**src/rtl/core_pkg.sv**
```systemverilog
// Core-wide architectural widths shared by pipeline control blocks.
package core_pkg;

    localparam int unsigned RF_ADDR_WIDTH  = 5;
    localparam int unsigned CSR_ADDR_WIDTH = 12;

endpackage

```
**src/rtl/ctrl_sb_pkg.sv**
```systemverilog
// Types shared between the issue stage and the hazard scoreboard.
package ctrl_sb_pkg;

    typedef enum logic [1:0] {
        CSR_NONE  = 2'd0,
        CSR_WRITE = 2'd1,
        CSR_SET   = 2'd2,
        CSR_CLEAR = 2'd3
    } csr_ctrl_t;

    typedef struct packed {
        logic [core_pkg::RF_ADDR_WIDTH-1:0]  rd;
        logic [core_pkg::CSR_ADDR_WIDTH-1:0] csr_waddr;
        csr_ctrl_t                           csr_ctrl;
    } sb_entry_t;

endpackage

```
**src/rtl/hazard_scoreboard.sv**
```systemverilog
// In-order tracker of in-flight GPR/CSR writers; flags RAW hazards for the
// instruction currently in decode.
module hazard_scoreboard
    import core_pkg::*;
    import ctrl_sb_pkg::*;
#(
    parameter int unsigned DEPTH = 4,
    parameter int unsigned NB_RS = 2
) (
    input  logic                              clk,
    input  logic                              rstn,
    input  logic                              issue_valid_i,
    output logic                              issue_ready_o,
    input  sb_entry_t                         issue_i,
    input  logic                              retire_valid_i,
    input  logic                              flush_i,
    input  logic [NB_RS*RF_ADDR_WIDTH-1:0]    rs_i,
    input  logic [CSR_ADDR_WIDTH-1:0]         csr_raddr_i,
    input  logic                              csr_rd_en_i,
    output logic [NB_RS-1:0]                  rs_hazard_o,
    output logic                              csr_hazard_o,
    output logic [$clog2(DEPTH+1)-1:0]        count_o,
    output logic                              full_o,
    output logic                              empty_o,
    output logic                              underflow_o
);

    localparam int unsigned PTR_W = $clog2(DEPTH);
    localparam int unsigned CNT_W = $clog2(DEPTH + 1);

    sb_entry_t        entry_q [DEPTH];
    sb_entry_t        entry_d [DEPTH];
    logic [DEPTH-1:0] valid_q, valid_d;
    logic [PTR_W-1:0] wptr_q, wptr_d;
    logic [PTR_W-1:0] rptr_q, rptr_d;
    logic [CNT_W-1:0] count_q, count_d;
    logic             full_q, full_d;
    logic             empty_q, empty_d;
    logic             underflow_q, underflow_d;
    logic             push_c, pop_c;

    // Explicit wrap so non-power-of-two depths cycle correctly.
    function automatic logic [PTR_W-1:0] ptr_inc(input logic [PTR_W-1:0] p);
        return (p == PTR_W'(DEPTH - 1)) ? '0 : p + PTR_W'(1);
    endfunction

    assign issue_ready_o = !full_q || retire_valid_i;
    assign push_c        = issue_valid_i && issue_ready_o;
    assign pop_c         = retire_valid_i && !empty_q;

    always_comb begin
        entry_d     = entry_q;
        valid_d     = valid_q;
        wptr_d      = wptr_q;
        rptr_d      = rptr_q;
        count_d     = count_q;
        underflow_d = retire_valid_i && empty_q;
        if (flush_i) begin
            valid_d = '0;
            wptr_d  = '0;
            rptr_d  = '0;
            count_d = '0;
        end else begin
            // Pop before push so a full-buffer replace leaves the slot valid.
            if (pop_c) begin
                valid_d[rptr_q] = 1'b0;
                rptr_d          = ptr_inc(rptr_q);
            end
            if (push_c) begin
                entry_d[wptr_q] = issue_i;
                valid_d[wptr_q] = 1'b1;
                wptr_d          = ptr_inc(wptr_q);
            end
            case ({push_c, pop_c})
                2'b10:   count_d = count_q + CNT_W'(1);
                2'b01:   count_d = count_q - CNT_W'(1);
                default: count_d = count_q;
            endcase
        end
        full_d  = (count_d == CNT_W'(DEPTH));
        empty_d = (count_d == '0);
    end

    always_ff @(posedge clk or negedge rstn) begin
        if (!rstn) begin
            for (int e = 0; e < DEPTH; e++) begin
                entry_q[e] <= '0;
            end
            valid_q     <= '0;
            wptr_q      <= '0;
            rptr_q      <= '0;
            count_q     <= '0;
            full_q      <= 1'b0;
            empty_q     <= 1'b1;
            underflow_q <= 1'b0;
        end else begin
            entry_q     <= entry_d;
            valid_q     <= valid_d;
            wptr_q      <= wptr_d;
            rptr_q      <= rptr_d;
            count_q     <= count_d;
            full_q      <= full_d;
            empty_q     <= empty_d;
            underflow_q <= underflow_d;
        end
    end

    assign count_o     = count_q;
    assign full_o      = full_q;
    assign empty_o     = empty_q;
    assign underflow_o = underflow_q;

    // GPR comparators: x0 never creates a dependency.
    for (genvar g = 0; g < NB_RS; g++) begin : g_rs
        logic [RF_ADDR_WIDTH-1:0] rs_idx;
        logic                     hit;

        assign rs_idx = rs_i[g*RF_ADDR_WIDTH +: RF_ADDR_WIDTH];

        always_comb begin
            hit = 1'b0;
            for (int e = 0; e < DEPTH; e++) begin
                if (valid_q[e] && (rs_idx != '0) && (entry_q[e].rd == rs_idx)) begin
                    hit = 1'b1;
                end
            end
        end

        assign rs_hazard_o[g] = hit;
    end

    always_comb begin
        csr_hazard_o = 1'b0;
        for (int e = 0; e < DEPTH; e++) begin
            if (csr_rd_en_i && valid_q[e] && (entry_q[e].csr_ctrl != CSR_NONE) &&
                (entry_q[e].csr_waddr == csr_raddr_i)) begin
                csr_hazard_o = 1'b1;
            end
        end
    end

endmodule

```
**config.mk**
```make
export PLATFORM = sky130hd
export DESIGN_NAME = hazard_scoreboard
export DESIGN_NICKNAME = d
export VERILOG_FILES = /design/src/rtl/core_pkg.sv /design/src/rtl/ctrl_sb_pkg.sv /design/src/rtl/hazard_scoreboard.sv
export SDC_FILE = /design/constraint.sdc
export NUM_CORES = 1
export LEC_CHECK = 0
export CAP_MARGIN = 10
export CORE_ASPECT_RATIO = 0.9
export CORE_MARGIN = 3
export CORE_UTILIZATION = 35
export DETAILED_ROUTE_END_ITERATION = 7
export SYNTH_ARGS = -nofsm -noshare
export SYNTH_HDL_FRONTEND = slang
export SYNTH_SLANG_ARGS = --single-unit
```
**constraint.sdc**
```tcl
create_clock -name clk -period 2.2 [get_ports clk]
set_input_delay 0.33 -clock clk [delete_from_list [all_inputs] [get_ports clk]]
set_output_delay 0.33 -clock clk [all_outputs]
set_load 0.02 [all_outputs]
```
==> results.md <==
* Outcome: finished clean
* DIE AREA at about 15000 µm²
* Ys async rst share at 1.00
* DRC at 0
* Post-route cell area at 5900 µm²
* Count of different cell masters after synthesis at 32
* PwrDens at 1040 nW/µm²
* Clock Power Share at 0.242
* DIE HEIGHT at 117 µm
* FMAX at around 460 MHz
* Yosys reg bits at 90
* Pre-antenna DRT Iters at 4
* Mapped Nets at between 400 and 500
* Total wire length at approximately 11000 µm
* Worst slew margin at 0.687
* Critical path class: input pin to primary output
* Core area at about 13000 µm²
* FF-to-FF setup slack at a little over 0.3 ns
* Clock root cell: clkbuf_16
* Pre-CTS WS at -0.588 ns
* Via count at slightly above 3000
* Port Buf Inserts at 56
* Share of power burned in registers at 0.449
* Layout cells sized above 1 at 0.298
* Largest net degree at the start of global routing at 43
* Fin crit period at 2.16 ns
* Crit path DAT at between 1.5 and 2 ns
* Post-synthesis sequential area ratio at 0.474
* Internal power at 4.22 mW
* Synth warnings at 0
* P_sw at between 1.5 and 2 mW
* Reg clk slew, reported paths at 0.06 ns
* Setup Viol. Count Final at 0
* Worst slew pin tran at ~0.47 ns
* Prevailing post-synth register cell: dfrtp_1
* CTS tree: yes
* Number of global-route vias before repair at about 3300
* Leak at around 2.6 nW
* Hold crit path type: input pin to asynchronous set/reset pin
* Final #Nets at 511
* Final Hold Slack at 0.487 ns
* Initial drt markers at between 150 and 200
* Syn Std Cell Area at between 4000 and 5000 µm²
* Clock skew at 0.00413 ns
* Routed Antenna Nets at 0
* Gpl congestion at 0.874
* Final hold violation count at 0
* Slew Viols, Final at 0
* Critical path fanouts, max at 4
* Antenna violations before repair at 0
* Sw Share at 0.310
* Area Overhead vs Synth at 24.0%
* Detail Placement HPWL at slightly below 8000 µm
* GRT Residual Overflow at 0
* Peak supply drop at between 0.0005 and 0.0006 V
* Combinational Power Share at 0.309
* All-Layer GR Usage at 0.148
* Post-synth EDFFs at 0
* First-pass GRT wire length at about 17000 µm
* Post-DR wirelength/cell at ~17 µm
* Worst-skew pair later-pin latency at approximately 0.34 ns
* Clock net sink count at 90
* TritonCTS Buffers at 9
* Vias per cell at ~5
* Synth Area per Inst at about 12 µm²
* Setup WS post-layout at about 0.036 ns
* Critical Path RT at 1.87 ns
* Std-Cell Rows at 39
* Max-cap violation count at 0
* CP startpoint kind: input pin
* Clock buffer depth at 2
* Crit. End Element: primary output
* Die W at roughly 130 µm
* Placed instance area at around 5500 µm²
* Syn Inst Count at between 300 and 400
* Fin crit share at 0.984
* Io pins at 57
* Initial Utilization at 0.366
* H-tree levels at 3
* N_diodes at 0
synth_stat cells, types with 4 or more instances:
cell type  instances  area share
nand3b_1           4      0.0063
buf_2              4      0.0042
buf_6              8       0.019
dfrtp_1           89        0.47
mux2_1             5       0.012
nand2_1           13       0.010
o2111ai_1          4      0.0074
buf_4              5      0.0079
clkbuf_1          11      0.0087
nand3_1           13       0.014
clkbuf_2           5      0.0053
mux2_2            71        0.17
nor4_1            12       0.016
nor2_1             9      0.0071
inv_1              4      0.0032
ha_1               9       0.024
xnor2_1           60        0.11
xor2_1            33       0.061
nand4_1           10       0.013
power by group through the flow:
stage,clock network (mW),logic [mW],registers [mW]
floorplan,0,1.30,2.70
global route,1.59,2.06,2.83
CTS,1.53,1.85,2.74
detailed placement,0,1.84,2.77
finish,1.48,1.89,2.75
global placement,0,1.81,2.74
final timing paths:
path | to | depth (start not counted) | start
worst min-delay path | entry_q[44]$_DFFE_PN0P_ | 2 | rstn
min in group clk | entry_q[22]$_DFFE_PN0P_ | 1 | entry_q[22]$_DFFE_PN0P_
max in group asynchronous | empty_o$_DFF_PN1_ | 3 | rstn
worst min register to register | entry_q[22]$_DFFE_PN0P_ | 1 | entry_q[22]$_DFFE_PN0P_
worst max-delay path | csr_hazard_o | 7 | csr_raddr_i[10]
worst max register to register | empty_o$_DFF_PN1_ | 8 | empty_o$_DFF_PN1_
state kept, by name, indices dropped and copies added (netlist names):
signal	cells
full_o	1
entry_q	76
rptr_q	2
underflow_o	1
count_o	3
valid_q	4
empty_o	1
wptr_q	2
worst max-delay path, cell delays in order:
cell and delay (ns):
clkdlybuf4s15_1 0.27, buf_4 0.19, xnor2_1 0.17, nand3_1 0.10
nor4_1 0.05, or4_1 0.56, buf_6 0.16
per-stage QoR:
stage	setup TNS (ns)	total power [mW]	std cells	utilization
6_report	0	6.11	623	0.454
5_1_grt	-0.0144	6.48	623	0.454
4_1_cts	-0.0361	6.12	621	0.449
3_5_place_dp	-1.79	4.61	604	0.427
3_3_place_gp	-1.74	4.55	604	0.427
2_1_floorplan	0	4.00	387	-
cell type report:
type                       instances  area, µm²
multi-input combinational        259       2330
inverter                           4       15.0
clock inverter                     4       25.0
clock buffer                      12        267
tap                              164        205
sequential                        90       2250
timing repair buffer              90        805
fill                            1229       7080
cells by family after synthesis:
group | synth area share
flip-flops | 0.474
XOR/XNOR | 0.171
adder cells (fa/ha/maj) | 0.0279
AO/OA/AOI/OAI | 0.0137
AND/OR/NAND/NOR | 0.0823
buffers and inverters | 0.0489
multiplexers | 0.182
timing repair:
action,4_1_cts,5_1_grt
endpoints found under the hold margin,31,0
setup buffers,0,2
setup endpoints to repair,3,3
hold buffers,1,0
pin swaps,2,6
resized for setup,35,15
cells in the final DEF (no fill, tap or decap), types with 2 or more instances in the layout:
| master | n |
|---|---|
| dfrtp_1 | 89 |
| mux2_2 | 71 |
| xnor2_1 | 58 |
| buf_4 | 34 |
| xor2_1 | 33 |
| clkdlybuf4s50_1 | 29 |
| dlygate4sd2_1 | 21 |
| nand2_1 | 13 |
| nand3_1 | 13 |
| nand4_1 | 10 |
| nor2_1 | 9 |
| ha_1 | 9 |
| clkbuf_16 | 9 |
| nor4_1 | 7 |
| nor4_2 | 5 |
| mux2_1 | 5 |
| inv_1 | 4 |
| nand3b_1 | 4 |
| a21oi_1 | 3 |
| or4_1 | 3 |
| clkbuf_8 | 3 |
| o21a_1 | 2 |
| o2111ai_2 | 2 |
| xnor2_2 | 2 |
| o2111ai_1 | 2 |
| clkinv_2 | 2 |
| clkinvlp_4 | 2 |
| buf_6 | 2 |
layer usage:
layer	track usage	up-vias	wire [µm]
met5	0	-	0
met4	0.0413	0	110
met3	0.0320	9	418
met2	0.232	57	4790
met1	0.208	1527	5250
li1	-	1448	-
Note: power is estimated with default switching activity, not from simulation.
